<file path="src/rtl/alu_pkg.sv">
// -----------------------------------------------------------------------------
// alu_pkg
// Shared definitions for the decode/issue stage and the ALU:
//   - ALU_OPERATION code constants (the ALU case statement uses the same names)
//   - RV32 major opcode constants
//   - funct7 constants for OP / OP-IMM shift decode
//   - immediate format selector and the ID/EX register payload struct
// -----------------------------------------------------------------------------
package alu_pkg;

    // ALU operation codes. MUL..REMU are contiguous and in funct3 order,
    // so the M-extension decode is a plain offset from ALU_MUL.
    localparam logic [4:0] ALU_AND    = 5'b00000;
    localparam logic [4:0] ALU_OR     = 5'b00001;
    localparam logic [4:0] ALU_ADD    = 5'b00010;
    localparam logic [4:0] ALU_SUB    = 5'b00011;
    localparam logic [4:0] ALU_SLL    = 5'b00100;
    localparam logic [4:0] ALU_SLT    = 5'b00101;
    localparam logic [4:0] ALU_SLTU   = 5'b00110;
    localparam logic [4:0] ALU_XOR    = 5'b00111;
    localparam logic [4:0] ALU_SRL    = 5'b01000;
    localparam logic [4:0] ALU_SRA    = 5'b01001;
    localparam logic [4:0] ALU_MUL    = 5'b01010;
    localparam logic [4:0] ALU_MULH   = 5'b01011;
    localparam logic [4:0] ALU_MULHSU = 5'b01100;
    localparam logic [4:0] ALU_MULHU  = 5'b01101;
    localparam logic [4:0] ALU_DIV    = 5'b01110;
    localparam logic [4:0] ALU_DIVU   = 5'b01111;
    localparam logic [4:0] ALU_REM    = 5'b10000;
    localparam logic [4:0] ALU_REMU   = 5'b10001;

    // RV32 major opcodes handled by the issue stage
    localparam logic [6:0] OPC_LOAD   = 7'b0000011;
    localparam logic [6:0] OPC_OP_IMM = 7'b0010011;
    localparam logic [6:0] OPC_AUIPC  = 7'b0010111;
    localparam logic [6:0] OPC_STORE  = 7'b0100011;
    localparam logic [6:0] OPC_OP     = 7'b0110011;
    localparam logic [6:0] OPC_LUI    = 7'b0110111;
    localparam logic [6:0] OPC_BRANCH = 7'b1100011;
    localparam logic [6:0] OPC_JALR   = 7'b1100111;
    localparam logic [6:0] OPC_JAL    = 7'b1101111;

    // funct7 values
    localparam logic [6:0] F7_BASE   = 7'b0000000;
    localparam logic [6:0] F7_ALT    = 7'b0100000;
    localparam logic [6:0] F7_MULDIV = 7'b0000001;

    typedef enum logic [2:0] {
        IMM_I,
        IMM_S,
        IMM_B,
        IMM_U,
        IMM_J
    } imm_fmt_e;

    // ID/EX register payload
    typedef struct packed {
        logic        vld;
        logic [31:0] data1;
        logic [31:0] data2;
        logic [4:0]  op;
        logic [4:0]  rd;
        logic        we;
        logic        mem_rd;
        logic        mem_wr;
        logic        branch;
        logic [2:0]  funct3;
        logic [31:0] store_data;
        logic        illegal;
    } idex_t;

    localparam idex_t IDEX_BUBBLE = '0;

    // funct3 -> ALU code for the base-integer register/immediate ops.
    // 'alt' selects SUB/SRA (funct7=0100000 on OP, imm[11:5] on SRAI).
    function automatic logic [4:0] base_op(input logic [2:0] f3, input logic alt);
        logic [4:0] op;
        case (f3)
            3'b000:  op = alt ? ALU_SUB : ALU_ADD;
            3'b001:  op = ALU_SLL;
            3'b010:  op = ALU_SLT;
            3'b011:  op = ALU_SLTU;
            3'b100:  op = ALU_XOR;
            3'b101:  op = alt ? ALU_SRA : ALU_SRL;
            3'b110:  op = ALU_OR;
            default: op = ALU_AND;
        endcase
        return op;
    endfunction

endpackage

</file>
<file path="src/rtl/imm_gen.sv">
// -----------------------------------------------------------------------------
// imm_gen
// Combinational RV32 immediate extractor with sign extension.
// Ports:
//   instr_i  in  [31:7] instruction word (opcode bits are not needed)
//   fmt_i    in  imm_fmt_e  immediate format (I/S/B/U/J)
//   imm_o    out [31:0] sign-extended immediate
// -----------------------------------------------------------------------------
module imm_gen
    import alu_pkg::*;
(
    input  logic [31:7] instr_i,
    input  imm_fmt_e    fmt_i,
    output logic [31:0] imm_o
);

    always_comb begin
        imm_o = '0;
        unique case (fmt_i)
            IMM_I: imm_o = {{20{instr_i[31]}}, instr_i[31:20]};
            IMM_S: imm_o = {{20{instr_i[31]}}, instr_i[31:25], instr_i[11:7]};
            IMM_B: imm_o = {{19{instr_i[31]}}, instr_i[31], instr_i[7],
                            instr_i[30:25], instr_i[11:8], 1'b0};
            IMM_U: imm_o = {instr_i[31:12], 12'b0};
            IMM_J: imm_o = {{11{instr_i[31]}}, instr_i[31], instr_i[19:12],
                            instr_i[20], instr_i[30:21], 1'b0};
            default: imm_o = '0;
        endcase
    end

endmodule

</file>
<file path="src/rtl/alu_issue_stage.sv">
// -----------------------------------------------------------------------------
// alu_issue_stage
// Decode-to-execute issue stage for RV32IM: decodes the instruction, builds the
// ALU operands and operation code, and registers them in ID/EX.
// Ports:
//   CLK, RESET               clock, synchronous active-high reset
//   IN_VALID                 inputs carry a real instruction
//   INSTRUCTION, PC          instruction word and its address
//   RS1_DATA, RS2_DATA       register operands (forwarding already applied)
//   STALL, FLUSH             hold / bubble the ID/EX register (FLUSH wins)
//   OUT_VALID                ID/EX holds a real instruction
//   DATA1, DATA2             ALU operands
//   ALU_OPERATION            ALU operation code
//   RD_ADDR, REG_WRITE_EN    writeback destination and enable
//   MEM_READ, MEM_WRITE      load / store
//   BRANCH, FUNCT3           conditional branch and its funct3
//   STORE_DATA               store data (RS2_DATA on stores, else 0)
//   ILLEGAL                  unsupported encoding
// All outputs come straight from the ID/EX register.
// -----------------------------------------------------------------------------
module alu_issue_stage
    import alu_pkg::*;
(
    input  logic        CLK,
    input  logic        RESET,
    input  logic        IN_VALID,
    input  logic [31:0] INSTRUCTION,
    input  logic [31:0] PC,
    input  logic [31:0] RS1_DATA,
    input  logic [31:0] RS2_DATA,
    input  logic        STALL,
    input  logic        FLUSH,
    output logic        OUT_VALID,
    output logic [31:0] DATA1,
    output logic [31:0] DATA2,
    output logic [4:0]  ALU_OPERATION,
    output logic [4:0]  RD_ADDR,
    output logic        REG_WRITE_EN,
    output logic        MEM_READ,
    output logic        MEM_WRITE,
    output logic        BRANCH,
    output logic [2:0]  FUNCT3,
    output logic [31:0] STORE_DATA,
    output logic        ILLEGAL
);

    logic [6:0]  opcode;
    logic [2:0]  f3;
    logic [6:0]  f7;
    logic [4:0]  rd;
    logic [31:0] shamt_imm;
    logic [31:0] shamt_reg;

    assign opcode    = INSTRUCTION[6:0];
    assign rd        = INSTRUCTION[11:7];
    assign f3        = INSTRUCTION[14:12];
    assign f7        = INSTRUCTION[31:25];
    assign shamt_imm = {27'b0, INSTRUCTION[24:20]};
    // The ALU shifts by the full DATA2, so register shift amounts are masked here.
    assign shamt_reg = {27'b0, RS2_DATA[4:0]};

    // Immediate format depends on opcode only, kept apart from the decode
    // block so the imm_gen round trip is not a combinational self-loop.
    imm_fmt_e    imm_fmt;
    logic [31:0] imm;

    always_comb begin
        imm_fmt = IMM_I;
        case (opcode)
            OPC_STORE:          imm_fmt = IMM_S;
            OPC_LUI, OPC_AUIPC: imm_fmt = IMM_U;
            default:            imm_fmt = IMM_I;
        endcase
    end

    imm_gen u_imm_gen (
        .instr_i (INSTRUCTION[31:7]),
        .fmt_i   (imm_fmt),
        .imm_o   (imm)
    );

    // ------------------------------------------------------------------
    // Decode
    // ------------------------------------------------------------------
    idex_t dec;
    logic  writes;
    logic  illegal;

    always_comb begin
        dec        = IDEX_BUBBLE;
        dec.vld    = 1'b1;
        dec.funct3 = f3;
        dec.op     = ALU_ADD;
        writes     = 1'b0;
        illegal    = 1'b0;

        case (opcode)
            OPC_OP: begin
                dec.data1 = RS1_DATA;
                dec.data2 = RS2_DATA;
                writes    = 1'b1;
                case (f7)
                    F7_BASE: dec.op = base_op(f3, 1'b0);
                    F7_ALT: begin
                        if (f3 == 3'b000 || f3 == 3'b101) dec.op = base_op(f3, 1'b1);
                        else                              illegal = 1'b1;
                    end
                    F7_MULDIV: dec.op = ALU_MUL + {2'b00, f3};
                    default:   illegal = 1'b1;
                endcase
                // funct3 001/101 are the shifts outside the M extension
                if (f7 != F7_MULDIV && f3[1:0] == 2'b01) dec.data2 = shamt_reg;
            end

            OPC_OP_IMM: begin
                dec.data1 = RS1_DATA;
                dec.data2 = imm;
                dec.op    = base_op(f3, 1'b0);
                writes    = 1'b1;
                if (f3 == 3'b001) begin
                    dec.data2 = shamt_imm;
                    if (f7 != F7_BASE) illegal = 1'b1;
                end else if (f3 == 3'b101) begin
                    dec.data2 = shamt_imm;
                    if (f7 == F7_ALT)       dec.op  = ALU_SRA;
                    else if (f7 != F7_BASE) illegal = 1'b1;
                end
            end

            OPC_LUI: begin
                dec.data1 = '0;
                dec.data2 = imm;
                writes    = 1'b1;
            end

            OPC_AUIPC: begin
                dec.data1 = PC;
                dec.data2 = imm;
                writes    = 1'b1;
            end

            // Link value PC+4; the jump target is computed elsewhere.
            OPC_JAL, OPC_JALR: begin
                dec.data1 = PC;
                dec.data2 = 32'd4;
                writes    = 1'b1;
            end

            OPC_LOAD: begin
                dec.data1  = RS1_DATA;
                dec.data2  = imm;
                dec.mem_rd = 1'b1;
                writes     = 1'b1;
            end

            OPC_STORE: begin
                dec.data1      = RS1_DATA;
                dec.data2      = imm;
                dec.mem_wr     = 1'b1;
                dec.store_data = RS2_DATA;
            end

            OPC_BRANCH: begin
                dec.data1  = RS1_DATA;
                dec.data2  = RS2_DATA;
                dec.branch = 1'b1;
                case (f3[2:1])
                    2'b00:   dec.op  = ALU_SUB;   // BEQ/BNE
                    2'b10:   dec.op  = ALU_SLT;   // BLT/BGE
                    2'b11:   dec.op  = ALU_SLTU;  // BLTU/BGEU
                    default: illegal = 1'b1;
                endcase
            end

            default: illegal = 1'b1;
        endcase

        dec.rd = writes ? rd : 5'd0;
        dec.we = writes && (rd != 5'd0);

        if (illegal) begin
            dec         = IDEX_BUBBLE;
            dec.vld     = 1'b1;
            dec.illegal = 1'b1;
            dec.op      = ALU_ADD;
            dec.funct3  = f3;
        end

        if (!IN_VALID) dec = IDEX_BUBBLE;
    end

    // ------------------------------------------------------------------
    // ID/EX register: RESET > FLUSH > STALL > load
    // ------------------------------------------------------------------
    idex_t idex_d;
    idex_t idex_q;

    always_comb begin
        idex_d = dec;
        if (FLUSH)      idex_d = IDEX_BUBBLE;
        else if (STALL) idex_d = idex_q;
    end

    always_ff @(posedge CLK) begin
        if (RESET) idex_q <= IDEX_BUBBLE;
        else       idex_q <= idex_d;
    end

    assign OUT_VALID     = idex_q.vld;
    assign DATA1         = idex_q.data1;
    assign DATA2         = idex_q.data2;
    assign ALU_OPERATION = idex_q.op;
    assign RD_ADDR       = idex_q.rd;
    assign REG_WRITE_EN  = idex_q.we;
    assign MEM_READ      = idex_q.mem_rd;
    assign MEM_WRITE     = idex_q.mem_wr;
    assign BRANCH        = idex_q.branch;
    assign FUNCT3        = idex_q.funct3;
    assign STORE_DATA    = idex_q.store_data;
    assign ILLEGAL       = idex_q.illegal;

endmodule

</file>
<file path="config.mk">
export PLATFORM = sky130hd
export DESIGN_NAME = alu_issue_stage
export DESIGN_NICKNAME = d
export VERILOG_FILES = /design/src/rtl/alu_pkg.sv /design/src/rtl/imm_gen.sv /design/src/rtl/alu_issue_stage.sv
export SDC_FILE = /design/constraint.sdc
export NUM_CORES = 1
export LEC_CHECK = 0
export ABC_AREA = 1
export CAP_MARGIN = 10
export CORE_MARGIN = 5
export CORE_UTILIZATION = 45
export DETAILED_ROUTE_END_ITERATION = 12
export PLACE_DENSITY_LB_ADDON = 0.12
export SLEW_MARGIN = 30
export SYNTH_ARGS = -nofsm -noshare
export SYNTH_HDL_FRONTEND = slang
export SYNTH_SLANG_ARGS = --single-unit
</file>
<file path="constraint.sdc">
create_clock -name CLK -period 1.9 [get_ports CLK]
set_input_delay 0.38 -clock CLK [delete_from_list [all_inputs] [get_ports CLK]]
set_output_delay 0.38 -clock CLK [all_outputs]
set_load 0.005 [all_outputs]
</file>
-- Yosys cells after proc, flatten, opt, wreduce, memory -nomap -nowiden
Index checks and enable logic that the tools add are counted.
- multiplexer cells: 30
- add/sub/neg operators: 1
- reduce and logical (&&, ||, !) cells: 17
- equal/unequal tests: 25
- operators with widths (cell ; number):
    $pmux 64 s7 ; 1
    $pmux 32 s5 ; 1
    $mux 115 ; 1
    $mux 114 ; 1
    $mux 32 ; 3
    $pmux 4 s7 ; 2
    $mux 37 ; 1
    $pmux 5 s3 ; 2
    $eq 7x6->1 const B ; 4
    $eq 7x7->1 const B ; 3
    $mux 5 ; 3
    $eq 7x5->1 const B ; 2
    $mux 1 ; 10
    $reduce_or 2->1 ; 5
    $eq 3x3->1 const B ; 3
    $pmux 3 s3 ; 1
    $eq 2x2->1 const B ; 4
    $eq 7x1->1 const B ; 1
    $eq 7x2->1 const B ; 1
    $logic_not 7->1 ; 1
    $ne 7x1->1 const B ; 1
    $reduce_bool 7->1 ; 1
    $reduce_or 7->1 ; 1
    $eq 3x2->1 const B ; 2
    other kinds (15) ; 18
- output and inout port bits: 115
- register bits: 115
- logic and storage cells: 85
- input bits: 133

-- Longest topological paths before layout
Gate-level depths: netlist (run 1).
- depth in word-level cells: 10
- mapped depth: 12
- gate-level depth less buffers: 12

-- Modules after synthesis
Synthesis (run 1) repeated with hierarchy kept, for this count alone.
- cells, all modules: 951
- area, all modules: 6212.2 um^2
- modules (own cells, without submodules) (module ; area an instance (um^2) ; instances ; cells an instance ; seq. area each (um^2)):
    alu_issue_stage ; 5617.9 ; 1 ; 849 ; 2302.2
    imm_gen ; 594.3 ; 1 ; 102 ; 0.0

-- Least setup slack after synthesis (run 1)
OpenSTA, ideal clock, no wires.
- path type: in2reg
- start point: in INSTRUCTION[1]
- end point: reg idex_q (netlist bit DATA1[0])
- data required time: 1.757 ns
- setup slack: 0.187 ns
- data arrival time: 1.570 ns
- cell stages on the path: 12
- path buffers: 2
- setup time: 0.143 ns
- cell sequence: nand2_1 inv_2 nand2_2 nor2_2 nor2_4 nand3_2 nor2_2 nor2_4 buf_12 buf_12 nand3_2 a21oi_2
- cells in the longest elaborated chain, start to end: 5
- elaborated cells on any way between the ends: 16
- classes of those cells: eq/ne (9); mux (4); reduce/logical (3)
- RTL lines (item ; RTL line ; source):
    start, declared ; alu_issue_stage.sv:27 ; input logic [31:0] INSTRUCTION,
    $eq 7x6->1 (tied with other cells) ; alu_issue_stage.sv:97 ; case (opcode)
    $reduce_or 6->1 (no line) or $reduce_or 2->1 (tied branches) ; -- ;
    $pmux 1 s4 or $pmux 64 s7 (tied branches) ; alu_issue_stage.sv:97 ;
    $mux 114 * ; alu_issue_stage.sv:181 ; if (illegal) begin
    $mux 115 * ; alu_issue_stage.sv:189 ; if (!IN_VALID) dec = IDEX_BUBBLE;
    end signal, assigned ; alu_issue_stage.sv:206 ; else idex_q <= idex_d;
    end, declared ; alu_issue_stage.sv:196 ; idex_t idex_q;
Mark *: on every way between the ends. The rest lies on a longest branch, timed or not.
A chain may end at the register's enable or synchronous reset.

-- Worst setup path after layout (run 1)
- start point: in INSTRUCTION[0]
- end point: reg idex_q (netlist bit REG_WRITE_EN)
- cells in the longest elaborated chain, start to end: 6
- elaborated cells on any way between the ends: 16
- classes of those cells: eq/ne (9); mux (4); reduce/logical (3)
- RTL lines (item ; RTL line):
    parallel branches: the longest is 4 deep, another holds $eq 7x6->1 ; --
    $mux 114 * ; alu_issue_stage.sv:181
    $mux 115 * ; alu_issue_stage.sv:189
Every way passes the cells marked *.

==> results of run 1 <==
-- area by class of cell --
type | count | area (sq um)
fill | 1195 | 3864
multi-input combinational | 711 | 3817
timing repair buffer | 344 | 3471
sequential | 115 | 2302
clock buffer | 23 | 488.0
tap | 184 | 230.2
inverter | 39 | 148.9
clock inverter | 9 | 102.6
-- Yosys cell counts, drive strengths merged --
cell type	n	share of area [%]
o21bai	1	0.11
clkbuf	31	1.8
nand4	33	3.1
a21boi	1	0.11
xor2	1	0.13
nand2	387	22
dfxtp	115	35
o21ai	22	1.7
inv	38	2.2
or2	1	0.095
nor2	35	2.8
clkinv	1	0.057
nand3b	2	0.23
buf	35	4.4
nand3	100	12
nor3	2	0.15
ha	4	0.76
nor4	1	0.095
a21oi	121	13
-- power by group through the flow --
stage          Clock [mW]  Combinational (mW)  Sequential [mW]
2_1_floorplan           0               0.326             2.47
4_1_cts              3.22               0.818             2.42
3_3_place_gp            0               0.814             2.47
5_1_grt              3.35               0.919             2.42
6_report             3.18               0.864             2.42
3_5_place_dp            0               0.814             2.47
-- critical path: cells and delay by family --
family / cells / cell delay (ps)
buffers and inverters: 4 / 870
AND/OR/NAND/NOR: 8 / 860
AO/OA/AOI/OAI: 1 / 50
-- flip-flops by register name, summed over array words and instances, names as in the netlist, 3 cells and up --
name           flops
DATA1             32
DATA2             32
STORE_DATA        32
ALU_OPERATION      5
RD_ADDR            5
FUNCT3             3
-- path summary, 6_finish.rpt --
check                                   from                         end
setup / recovery              INSTRUCTION[0]   REG_WRITE_EN$_SDFFE_PP0N_
hold / removal                         STALL      OUT_VALID$_SDFFE_PP0N_
setup reg to reg      DATA1[20]$_SDFFE_PP0N_      DATA1[20]$_SDFFE_PP0N_
hold reg to reg   STORE_DATA[5]$_SDFFE_PP0N_  STORE_DATA[5]$_SDFFE_PP0N_
-- routing by layer --
metal,GRT usage (%),up-vias
li1,-,3632
met1,30.99,3302
met2,42.54,303
met3,8.943,45
met4,10.10,0
met5,0,-
-- metrics by stage --
stage	hold WS [ps]	std cells	setup TNS [ps]	utilization [%]
detailed placement	455.6	1381	-32460	67.14
global placement	451.3	1381	-30570	67.14
global route	479.8	1425	-288.2	73.21
finish	447.4	1425	0	73.21
CTS	425.5	1413	0	71.24
floorplan	452.7	931	0	-
-- cell families (layout without fill, tap and decap cells) --
group,Yosys count,after routing,synth area share [%]
AND/OR/NAND/NOR,561,561,41.21
AO/OA/AOI/OAI,145,145,14.54
flip-flops,115,115,35.01
buffers and inverters,105,415,8.352
adder cells (fa/ha/maj),4,4,0.7611
XOR/XNOR,1,1,0.1332
-- what timing repair did --
action,4_1_cts,5_1_grt
buffers inserted,0,9
gates resized for setup,0,51
setup endpoints to repair,0,74
endpoints found under the hold margin,0,0
==> impl_results.md, run 1 <==
- Run status: finished, final reports clean
- Global-route total usage across every layer: 25.83%
- CTS Buf Count: 17
- Highest metal used: met4
- Dpl cell area: 9684 sq um
- Total gr overflow: 0
- Drt pass-1 iters: 5
- CTS Buffer Depth: 2
- Area growth, synth to finish: 60.58%
- Pwr/cell area: 612.2 nW/um^2
- WL per Instance: 16.26 um
- Post-Route WL: 23.17 mm
- Worst slew margin: 66.91%
- Max stage delay on crit path: 470 ps
- Top Ports: 248
- Vias/cell: 5.110
- Most frequent cells in the layout: nand2_1 (375), clkdlybuf4s50_1 (232), dfxtp_1 (115)
- Count of nets after finishing: 1365
- DRT met1 WL: 9.395 mm
- Path depth of the worst reg2reg path: 2
- Final WS setup: 47.22 ps
- Internal power: 4.906 mW
- Syn avg cell area: 7.064 sq um
- Hold Path Stages: 4
- Leak: 4.089 nW
- TritonCTS clock tree: done
- Setup Skew: 0 ps
- Peak fanout along the critical path: 6
- Iter 0 DRT Violations: 469
- Part of the cycle the worst path needs: 97.51%
- Pre-CTS setup slack: -415.0 ps
- Kind of critical path: primary input to flip-flop
- Placer congestion estimate: 1.004
- Min Tclk post-route: 1853 ps
- Post-route DRC: 0
- CP max-delay cell: clkdlybuf4s50_1
- Seq pwr share: 37.4%
- Setup violators final: 0
- Largest net degree at the start of global routing: 116
- Die Area: 17130 sq um
- Setup crit start kind: primary input
- Ys Warns: 0
- Min-delay worst type: primary input to flip-flop
- Initial Util: 45.59%
- Flop2flop setup slack: 1220 ps
- RSZ-0062 raised after global routing: yes
- # port buffers: 247
- CTS Sinks: 115
- CTS Root Cell: clkbuf_16
- Vias: 7282
- Metal2 WL: 10.89 mm
- Clk pwr share: 49.2%
- Share of post-route cells with drive strength above 1: 23.85%
- Max-Cap Viols: 0
- DP HPWL: 16.71 mm
- Switching pwr: 1.558 mW
- Yosys reg bits: 115
- WL met3: 2.312 mm
- Hold Fails Final Rpt: 0
- Slew Viols, Final: 0
- Seq/Total Area, Yosys: 35.01%
- Std-Cell Rows: 44
- Max H-tree Level: 4
- Sw Ratio: 24.11%
- Post-synth cell types: 30
- Final antenna-violating net count: 0
- Fin area: 10560 sq um
- Die Width: 130.9 um
- Most common cell after layout, fill and taps aside: nand2_1
- Syn Inst Count: 931
- Clock latency on the worst-skew pair: 410 ps
- Worst setup EP type: flip-flop
- Hold_buf cts: 0
- Worst-path clk slew: 50 ps
- Total power: 6.465 mW
- Post-Syn Nets: 1068
- Worst path required time: 2200 ps
- Synth Cell Area: 6576 sq um
- Initial antenna violation count: 0
- First-pass GRT wire length: 34.77 mm
- Cell Chain, Critical Path: clkdlybuf4s50_1 > nand2_2 > nor2_4 > nand2_1 > nor2_2 > nand2_1 > nand3_2 > nor2_4 > buf_6 > clkbuf_16 > buf_4 > nand3_2 > a21oi_2
- Worst-Margin Slew: 496.3 ps
- Diodes inserted: 0
- Maximum vdd drop: 0.6375 mV
- Max Fclk: 539.7 MHz
- Core Box Area: 14420 sq um
- Die span in y: 130.9 um
- Number of global-route vias before repair: 6822
- Arrival @ worst endpoint: 2160 ps
- Combinational Power Share: 13.4%
(Power assumes the default switching activity.)
==> run 2, diff against run 1 <==
Clock period 1.9 ns to 2 ns, I/O delays scaled along.
==> run 2 against run 1 <==
Clock power shrank 8.5%. First-iteration DRC count is 8.7% higher. Core utilization is 1.7 points lower. Final cell count down 0.63%. Critical path depth stayed put. Non-clock buffer count is 9 lower. Critical path type unchanged. Critical endpoint is now RD_ADDR[3]$_SDFFE_PP0N_. Largest power group unchanged. Highest routed layer unchanged.
==> impl_results.md, run 2 (synthesis results as in run 1) <==
- Max Fclk: 523.7 MHz
- Vias/cell: 5.103
- Die span in y: 130.9 um
- Post-route DRC: 0
- Core Box Area: 14420 sq um
- Global-route total usage across every layer: 26.19%
- Largest net degree at the start of global routing: 116
- Part of the cycle the worst path needs: 95.47%
- Setup violators final: 0
- Placer congestion estimate: 1.008
- Setup crit start kind: primary input
- Max H-tree Level: 4
- Critical path depth in cells: 13
- Leak: 3.863 nW
- Slew Viols, Final: 0
- Kind of critical path: primary input to flip-flop
- Initial antenna violation count: 0
- Worst setup EP type: flip-flop
- Min Tclk post-route: 1909 ps
- Area growth, synth to finish: 56.79%
- CTS Sinks: 115
- TritonCTS clock tree: done
- CP bufs+invs: 4
- Share of post-route cells with drive strength above 1: 22.08%
- Maximum vdd drop: 0.6191 mV
- CP top delay family: buffers and inverters
- WL per Instance: 16.02 um
- Min-delay worst type: primary input to flip-flop
- RSZ-0062 raised after global routing: yes
- Vias: 7226
- Die Area: 17130 sq um
- Setup Skew: 0 ps
- Clock latency on the worst-skew pair: 410 ps
- Number of global-route vias before repair: 6847
- Total gr overflow: 0
- Peak fanout along the critical path: 12
- Iter 0 DRT Violations: 510
- Hold WS: 413.3 ps
- Worst-path clk slew: 50 ps
- Run status: finished, final reports clean
- Top Ports: 248
- Hold Fails Final Rpt: 0
- RR Startpoint: DATA2[1]$_SDFFE_PP0N_
- Pwr/cell area: 582.1 nW/um^2
- Max stage delay on crit path: 590 ps
- Critical path origin: INSTRUCTION[12]
- CTS Root Cell: clkbuf_16
- Cell Chain, Critical Path: clkdlybuf4s50_1 > inv_2 > nor2_8 > nand2_4 > nand2_2 > nand2_1 > nand3_2 > nand3_2 > nor2_4 > buf_12 > buf_12 > nand3_1 > a21oi_1
- Max-Cap Viols: 0
- DP HPWL: 16.47 mm
- Most frequent cells in the layout: nand2_1 (380), clkdlybuf4s50_1 (246), dfxtp_1 (115)
- Initial Util: 45.59%
- Std-Cell Rows: 44
- # port buffers: 247
- Die Width: 130.9 um
- Worst slew margin: 66.29%
- Diodes inserted: 0
- Path depth of the worst reg2reg path: 2
- CTS Buf Count: 17
- Worst-Margin Slew: 505.7 ps
- Most common cell after layout, fill and taps aside: nand2_1
- CTS Buffer Depth: 2
- Arrival @ worst endpoint: 2250 ps
- Final antenna-violating net count: 0
- Count of nets after finishing: 1356
- Drt pass-1 iters: 6
- First-pass GRT wire length: 35.27 mm
- Final Util: 71.49%
- CP max-delay cell: clkdlybuf4s50_1
- HP Start: STALL
- Post-Route WL: 22.69 mm
- Worst path required time: 2340 ps
- Hold Path Stages: 4
==> run 2: changes by cell type in the layout (fill, tap and decap cells not counted), sizes merged <==
cell           before  now
clkinvlp            3    6
clkbuf             26   18
dlymetal6s2s       14    0
clkinv              5    6
inv                38   39
buf                95   89
clkdlybuf4s50     232  246
==> run 2: per-layer routing <==
metal | global-route usage (%) | vias to the layer above | routed length, um
met1 | 31.66 | 3320 | 9179
met5 | 0 | - | 0
met3 | 9.065 | 26 | 2136
met2 | 43.95 | 266 | 11050
li1 | - | 3614 | -
met4 | 8.046 | 0 | 321
==> run 2: where the power goes <==
group          internal, mW  switching (mW)
registers              2.30         0.00199
clock network          1.82            1.09
logic                 0.395           0.398
total                  4.51            1.49
==> run 2: area by class of cell <==
cell class / count / area [sq um]
well taps: 184 / 230.2
repair buffers: 335 / 3309
multi-input cells: 711 / 3752
inverters: 39 / 148.9
clock buffers: 18 / 429.2
flip-flops and latches: 115 / 2302
clock inverters: 14 / 138.9
fillers: 1204 / 4113
==> run 2: path summary, 6_finish.rpt <==
check / endpoint / slack [ps]
min reg2reg: STORE_DATA[15]$_SDFFE_PP0N_ / 460
max: RD_ADDR[3]$_SDFFE_PP0N_ / 90
min: OUT_VALID$_SDFFE_PP0N_ / 410
max reg2reg: DATA2[1]$_SDFFE_PP0N_ / 1330
==> run 2: metrics by stage <==
step | setup slack [ps] | instance area (sq um) | TNS [ps] | std cells | power, mW
3_3_place_gp | -287.2 | 9689 | -22470 | 1380 | 3.121
3_5_place_dp | -344.4 | 9689 | -24710 | 1380 | 3.121
4_1_cts | 74.74 | 10260 | 0 | 1412 | 6.036
5_1_grt | -9.651 | 10310 | -18.33 | 1416 | 6.205
6_report | 90.62 | 10310 | 0 | 1416 | 6.002
2_1_floorplan | 266.6 | 6576 | 0 | 931 | 2.657
==> run 2: timing repair <==
item	CTS	global route
setup endpoints to repair	0	68
resized for setup	0	10
hold buffers	0	0
buffers inserted	0	4
==> run 2: worst reg2reg max path, stage by stage (launching register included) <==
cell and delay [ps]:
dfxtp_1 390, nand2_1 70, a21oi_1 140
